**config.mk**
```make
export PLATFORM = sky130hd
export DESIGN_NAME = multi_freq_div
export DESIGN_NICKNAME = d
export VERILOG_FILES = /design/src/rtl/multi_freq_div_pkg.sv /design/src/rtl/multi_freq_div_ch.sv /design/src/rtl/multi_freq_div.sv
export SDC_FILE = /design/constraint.sdc
export NUM_CORES = 1
export LEC_CHECK = 0
export CORE_MARGIN = 2
export CORE_UTILIZATION = 55
export CTS_BUF_LIST = sky130_fd_sc_hd__clkbuf_16
export DETAILED_ROUTE_END_ITERATION = 10
export GPL_ROUTABILITY_DRIVEN = 0
export PLACE_DENSITY = 0.75
export SLEW_MARGIN = 20
export SYNTH_ARGS = -nofsm -noshare
export SYNTH_HDL_FRONTEND = slang
export SYNTH_SLANG_ARGS = --single-unit
```
**constraint.sdc**
```tcl
create_clock -name clk -period 6.6 [get_ports clk]
set_clock_uncertainty 0.05 [all_clocks]
set_input_delay 0.99 -clock clk [delete_from_list [all_inputs] [get_ports clk]]
set_output_delay 0.99 -clock clk [all_outputs]
set_load 0.02 [all_outputs]
```
**src/rtl/multi_freq_div_pkg.sv**
```systemverilog
// Shared constants, types and helpers for the multi-channel clock divider.
package multi_freq_div_pkg;

    localparam int unsigned DEF_CNT_W    = 12;
    localparam int unsigned DEF_HALF_CYC = 6;

    typedef logic [DEF_CNT_W-1:0] half_t;

    // A half-period of zero would never reach a boundary; treat it as one.
    function automatic logic [31:0] clamp_half(input logic [31:0] v);
        return (v == '0) ? 32'd1 : v;
    endfunction

endpackage

```
**src/rtl/multi_freq_div_ch.sv**
```systemverilog
// One divider channel: half-period counter, active/shadow half-period, toggle and tick.
module freq_div_ch #(
    parameter int unsigned CNT_W    = 12,
    parameter int unsigned DEF_HALF = 6
) (
    input  logic             clk,
    input  logic             rst_n,
    input  logic             en_i,
    input  logic             we_i,
    input  logic [CNT_W-1:0] half_i,
    input  logic             sync_clr_i,
    output logic             pending_o,
    output logic             clk_div_o,
    output logic             tick_o
);

    localparam logic [CNT_W-1:0] ONE     = CNT_W'(1);
    localparam logic [CNT_W-1:0] HALF_RS = CNT_W'(DEF_HALF);

    logic [CNT_W-1:0] count_q, count_d;
    logic [CNT_W-1:0] active_q, active_d;
    logic [CNT_W-1:0] shadow_q, shadow_d;
    logic             pending_q, pending_d;
    logic             div_q, div_d;
    logic             tick_q, tick_d;
    logic             toggle;

    always_comb begin
        toggle    = en_i && (count_q == active_q - ONE);
        count_d   = count_q;
        active_d  = active_q;
        shadow_d  = shadow_q;
        pending_d = pending_q;
        div_d     = div_q;
        tick_d    = 1'b0;
        if (sync_clr_i) begin
            count_d = '0;
            div_d   = 1'b0;
            if (pending_q) begin
                active_d  = shadow_q;
                pending_d = 1'b0;
            end
        end else if (toggle) begin
            count_d = '0;
            div_d   = ~div_q;
            tick_d  = ~div_q;
            if (pending_q) begin
                active_d  = shadow_q;
                pending_d = 1'b0;
            end
        end else if (en_i) begin
            count_d = count_q + ONE;
        end
        // A write on a boundary edge lands after the swap, so it waits for the next one.
        if (we_i) begin
            shadow_d  = half_i;
            pending_d = 1'b1;
        end
    end

    always_ff @(posedge clk or negedge rst_n) begin
        if (!rst_n) begin
            count_q   <= '0;
            active_q  <= HALF_RS;
            shadow_q  <= HALF_RS;
            pending_q <= 1'b0;
            div_q     <= 1'b0;
            tick_q    <= 1'b0;
        end else begin
            count_q   <= count_d;
            active_q  <= active_d;
            shadow_q  <= shadow_d;
            pending_q <= pending_d;
            div_q     <= div_d;
            tick_q    <= tick_d;
        end
    end

    assign pending_o = pending_q;
    assign clk_div_o = div_q;
    assign tick_o    = tick_q;

endmodule

```
**src/rtl/multi_freq_div.sv**
```systemverilog
// Multi-channel programmable clock divider top: config decode and channel array.
// Optional CLK_DIV_SYNC_EN adds a sync_clr input that phase-aligns all channels.
module multi_freq_div
    import multi_freq_div_pkg::*;
#(
    parameter int unsigned NUM_CH   = 2,
    parameter int unsigned CNT_W    = DEF_CNT_W,
    parameter int unsigned DEF_HALF = DEF_HALF_CYC,
    localparam int unsigned CH_W    = (NUM_CH > 1) ? $clog2(NUM_CH) : 1
) (
    input  logic              clk,
    input  logic              rst_n,
`ifdef CLK_DIV_SYNC_EN
    input  logic              sync_clr,
`endif
    input  logic [NUM_CH-1:0] en,
    input  logic              cfg_we,
    input  logic [CH_W-1:0]   cfg_ch,
    input  logic [CNT_W-1:0]  cfg_half,
    output logic [NUM_CH-1:0] cfg_pending,
    output logic [NUM_CH-1:0] clk_div,
    output logic [NUM_CH-1:0] tick
);

    logic [CNT_W-1:0]  half_cl;
    logic [NUM_CH-1:0] we_ch;
    logic              sync_int;

    assign half_cl = CNT_W'(clamp_half(32'(cfg_half)));

`ifdef CLK_DIV_SYNC_EN
    assign sync_int = sync_clr;
`else
    assign sync_int = 1'b0;
`endif

    for (genvar i = 0; i < int'(NUM_CH); i++) begin : g_ch
        // Out-of-range channel numbers match no channel and are dropped here.
        assign we_ch[i] = cfg_we && (32'(cfg_ch) == i);

        freq_div_ch #(
            .CNT_W   (CNT_W),
            .DEF_HALF(DEF_HALF)
        ) u_ch (
            .clk       (clk),
            .rst_n     (rst_n),
            .en_i      (en[i]),
            .we_i      (we_ch[i]),
            .half_i    (half_cl),
            .sync_clr_i(sync_int),
            .pending_o (cfg_pending[i]),
            .clk_div_o (clk_div[i]),
            .tick_o    (tick[i])
        );
    end

endmodule

```
# After elaboration in Yosys (flattened, before gate mapping)

Cells that the tools add are included.

Register bits: 78
Bits of input ports: 18
Output and inout port bits: 6
Logic and storage cells: 43

Add/sub/neg operators: 4
Eq/ne operators: 2
Muxes and demuxes: 11
Bitwise gates (word level): 3
Reductions and logical operators: 11

Operators with widths:

| cell                  | count |
|---|---|
| $mux 12               | 5 |
| $add 12x1->12 const B | 2 |
| $eq 12x12->1          | 2 |
| $sub 12x1->12 const B | 2 |
| $logic_not 12->1      | 1 |
| $reduce_bool 2->1     | 4 |
| $mux 1                | 6 |
| $logic_and 1x1->1     | 4 |
| $reduce_and 2->1      | 2 |
| $not 1->1             | 3 |

# Depth between registers and ports, before layout

Depth after elaboration: 5
Depth in mapped cells: 10
Mapped depth without buffers: 8

# Cells and area by module

From an unflattened synthesis, not the netlist that was laid out.

Cells, all modules: 372
Area total of the unflattened synthesis: 4180.3 µm²

By module, submodules not included:

| module         | instances | cells an instance | area each (µm²) | sequential area each (µm²) |
|---|---|---|---|---|
| freq_div_ch    | 2         | 177               | 2048.2          | 980.9 |
| multi_freq_div | 1         | 18                | 83.8            | 0.0 |

# Worst setup path before layout

No wires, ideal clock.

Kind: reg-to-reg
Start: register g_ch[1].u_ch.active_q[0]
End: register g_ch[1].u_ch.active_q[10]
Arrival time: 2.725 ns
Required time: 6.425 ns
Slack: 3.700 ns
Cell stages (with the launch flop): 8
Path through: dfrtp_1 > or4_4 > nor4bb_1 > o2111ai_1 > or4_4 > or4_4 > buf_6 > mux2_4

Word-level cells in the longest chain between the ends: 4

Ends and longest elaborated chain:

| what                              | line                    | text |
|---|---|---|
| start: declaration                | multi_freq_div_ch.sv:21 | `logic [CNT_W-1:0] active_q, active_d;` |
| start signal: assignment          | multi_freq_div_ch.sv:71 | `active_q <= active_d;` |
| $sub 12x1->12                     | multi_freq_div_ch.sv:29 | `toggle = en_i && (count_q == active_q - ONE);` |
| $eq 12x12->1                      | multi_freq_div_ch.sv:29 |  |
| $logic_and 1x1->1                 | multi_freq_div_ch.sv:29 |  |
| $reduce_and 2->1 (no source line) | --                      |  |

No other way between the ends.
A chain may end at the register's enable or synchronous reset.

# Final worst setup path

Start: input port en[0]
End: register g_ch[0].u_ch.active_q[0]

Word-level cells in the longest chain between the ends: 2

Ends and longest elaborated chain:

| what                              | line                    | text |
|---|---|---|
| start: declaration                | multi_freq_div.sv:16    | `input logic [NUM_CH-1:0] en,` |
| $logic_and 1x1->1                 | multi_freq_div_ch.sv:29 |  |
| $reduce_and 2->1 (no source line) | --                      |  |
| end signal: assignment            | multi_freq_div_ch.sv:71 |  |
| end: declaration                  | multi_freq_div_ch.sv:21 |  |

No other way between the ends.

==> results.sh <==
export IMPL_min_from="g_ch[0].u_ch.clk_div_o$_DFFE_PN0P_"
export IMPL_power_density_nw_per_um2=281
export IMPL_clock_latency_ps=330
export IMPL_synth_edf_count=0
export IMPL_numPortBuffers=23
export IMPL_syn_instance_count=352
export IMPL_critPathCaptureType="register"
export IMPL_setup_violations_final=0
export IMPL_ys_seq_area_frac=0.492
export IMPL_leakagePower_uw=0.00208
export IMPL_holdPathStages=1
export IMPL_die_h_um=89.1
export IMPL_layout_common_cells="70 x dfrtp_1, 37 x mux2_2, 33 x nor2_1, 31 x xor2_1, 22 x clkdlybuf4s50_1"
export IMPL_rr_worst_depth=6
export IMPL_criticalPathCategory="in -> reg"
export IMPL_drv_cap=0
export IMPL_cts_sinks=78
export IMPL_cts_buffer_depth=2
export IMPL_ys_ff_latch=78
export IMPL_report_final_slew_viol_count=0
export IMPL_stdcell_count=471
export IMPL_grtUsageTotal=0.200
export IMPL_ys_async_sr_fraction=1.00
export IMPL_grt_antenna_before_repair=0
export IMPL_start_kind="input port"
export IMPL_route_detailed_drc=0
export IMPL_routed_wirelength_um=7340
export IMPL_worst_pin_slew_ps=952
export IMPL_min_path_type="reg -> reg"
export IMPL_grt_remaining_overflow=0
export IMPL_outcome="completed"
export IMPL_r2r_start="g_ch[1].u_ch.active_q[0]$_DFFE_PN0P_"
export IMPL_place_inst=455
export IMPL_worstHoldEndpoint="g_ch[0].u_ch.tick_o$_DFF_PN0_"
export IMPL_clock_fmax_mhz=306
export IMPL_finalCritPeriodShare=0.495
export IMPL_rsz0062_at_grt="no"
export IMPL_ys_flop_type="dfrtp_1"
export IMPL_vias=2601
export IMPL_numCtsBuffers=9
export IMPL_cts_max_level=3
export IMPL_layout_commonest_cell="dfrtp_1"
export IMPL_cts_root_buf="clkbuf_16"
export IMPL_initial_core_util=0.559
export IMPL_arrival_ps=3420
export IMPL_cts_hold_fix_buffers=0
export IMPL_syn_area_per_cell_um2=11.3
export IMPL_ant_nets=0
export IMPL_drive_gt1_frac=0.215
export IMPL_required_ps=6760
export IMPL_die_area_um2=7950
export IMPL_fin_crit_ps=3260
export IMPL_diodes=0
export IMPL_crit_reg2reg_capture="g_ch[1].u_ch.active_q[6]$_DFFE_PN0P_"
export IMPL_syn_cell_area_um2=3990
export IMPL_grt_pass1_vias=2392
export IMPL_reg2reg_slack_ps=3480
export IMPL_finalSetupTns_ps=0
export IMPL_dr_pass1_iters=4
export IMPL_grt_pass1_wl_um=12000
export IMPL_critPathMaxFanout=12
export IMPL_yosysWarnings=0
export IMPL_io_pins=24
export IMPL_grt_max_degree=79
export IMPL_first_iter_violations=162
export IMPL_wire_per_inst_um=15.6
export IMPL_clk_pin_slew_ps=60
export IMPL_rows=31
export IMPL_hold_viol=0
export IMPL_nets=389
export IMPL_syn_num_nets=374
export IMPL_yosys_cell_types_count=45
export IMPL_areaGrowthSynthToFinish_pct=14.5
export IMPL_post_cts_buffers=0
export IMPL_cts_resized=0
export IMPL_relSlewSlack=0.366
export IMPL_vias_per_cell=5.52
export IMPL_cts_tree="done"
export IMPL_vdd_drop_max_mv=0.171
export IMPL_place_hpwl_um=5170
export IMPL_chipWidth_um=89.1
export IMPL_core_area_um2=7140
## synthesized netlist by cell type (2+ instances only)
| cell | n | area, µm² |
|---|---|---|
| dfrtp_1 | 70 | 1750 |
| mux2_2 | 37 | 417 |
| nor2_1 | 33 | 124 |
| xor2_1 | 31 | 272 |
| xnor2_1 | 19 | 166 |
| nand2_1 | 14 | 52.6 |
| nand4_1 | 12 | 75.1 |
| clkbuf_1 | 11 | 41.3 |
| inv_1 | 10 | 37.5 |
| mux2_4 | 10 | 150 |
| dfstp_2 | 8 | 210 |
| nand3_1 | 8 | 40.0 |
| nor3_1 | 8 | 40.0 |
| o21ai_0 | 8 | 40.0 |
| buf_4 | 6 | 45.0 |
| nand2b_1 | 5 | 31.3 |
| a31oi_1 | 4 | 25.0 |
| ha_1 | 4 | 50.1 |
| nor2b_1 | 4 | 25.0 |
| nor4_1 | 4 | 25.0 |
| a21boi_0 | 3 | 22.5 |
| and2_1 | 3 | 18.8 |
| and4_1 | 3 | 26.3 |
| nand3b_1 | 3 | 22.5 |
| nor3b_1 | 3 | 22.5 |
| o22ai_1 | 3 | 18.8 |
| or3_1 | 3 | 18.8 |
| or4_4 | 3 | 33.8 |
| a2111o_1 | 2 | 22.5 |
| a31o_2 | 2 | 17.5 |
| and3_1 | 2 | 12.5 |
| o2111ai_1 | 2 | 17.5 |
| or2_2 | 2 | 12.5 |
## logic make-up (layout without fill, tap and decap cells)
family	after synthesis	in the layout	share of synthesized area
AOI/OAI and AO/OA	31	31	0.0555
xor gates and xnor gates	50	50	0.110
adders and majority gates	4	4	0.0126
buffers and inverters	29	49	0.0348
DFF	78	78	0.492
muxes	48	48	0.145
and+or+nand+nor	112	112	0.151
## flip-flops by register name, indices dropped and copies added (netlist names)
register,count
g_ch.u_ch.active_q,24
g_ch.u_ch.count_q,24
g_ch.u_ch.shadow_q,24
g_ch.u_ch.clk_div_o,2
g_ch.u_ch.pending_o,2
g_ch.u_ch.tick_o,2
## worst max path at each step
| stage | startpoint | end |
|---|---|---|
| final | en[0] | g_ch[0].u_ch.active_q[0]$_DFFE_PN0P_ |
| after global routing | en[0] | g_ch[0].u_ch.active_q[8]$_DFFE_PN0P_ |
| after CTS | en[0] | g_ch[0].u_ch.active_q[0]$_DFFE_PN0P_ |
| after detailed placement | en[0] | g_ch[0].u_ch.active_q[4]$_DFFE_PN0P_ |
| after global placement | en[0] | g_ch[0].u_ch.active_q[5]$_DFFE_PN0P_ |
| after floorplan | g_ch[1].u_ch.active_q[0]$_DFFE_PN0P_ | g_ch[1].u_ch.active_q[10]$_DFFE_PN0P_ |
## report_power, final
group	switching [µW]	internal, µW	total (µW)	leakage (µW)
logic	68.2	86.4	155	0.000941
registers	68.6	533	601	0.000988
clock network	195	332	527	0.000150
## area by class of cell
cell class,count,area (µm²)
timing repair buffer,23,228
tap,99,124
inverter,10,37.5
clock inverter,7,96.3
sequential,78,1960
multi-input combinational,245,1890
fill,557,2570
clock buffer,9,225
## worst max-delay path, stage by stage
cell	delay [ps]
clkdlybuf4s50_1	610
nand3_1	110
a2111o_1	290
nor4_1	330
nand4_1	590
mux2_2	500
## through the flow
step	cell area, µm²	hold WS [ps]	power [µW]	util	setup slack [ps]
floorplan	3990	392	709	-	3700
global placement	4240	410	756	0.594	3060
detailed placement	4240	410	763	0.594	2990
CTS	4560	419	1290	0.640	3310
global route	4560	432	1340	0.640	3110
finish	4560	418	1280	0.640	3340
## layer usage
layer	GRT usage	routed length [µm]	part of all wire	vias up
met5	0	0	0	-
met4	0.0760	76	0.010	0
met3	0.0369	216	0.029	7
met2	0.293	3320	0.45	48
met1	0.298	3730	0.51	1282
li1	-	-	-	1264
Note: power is estimated with default switching activity, not from simulation.
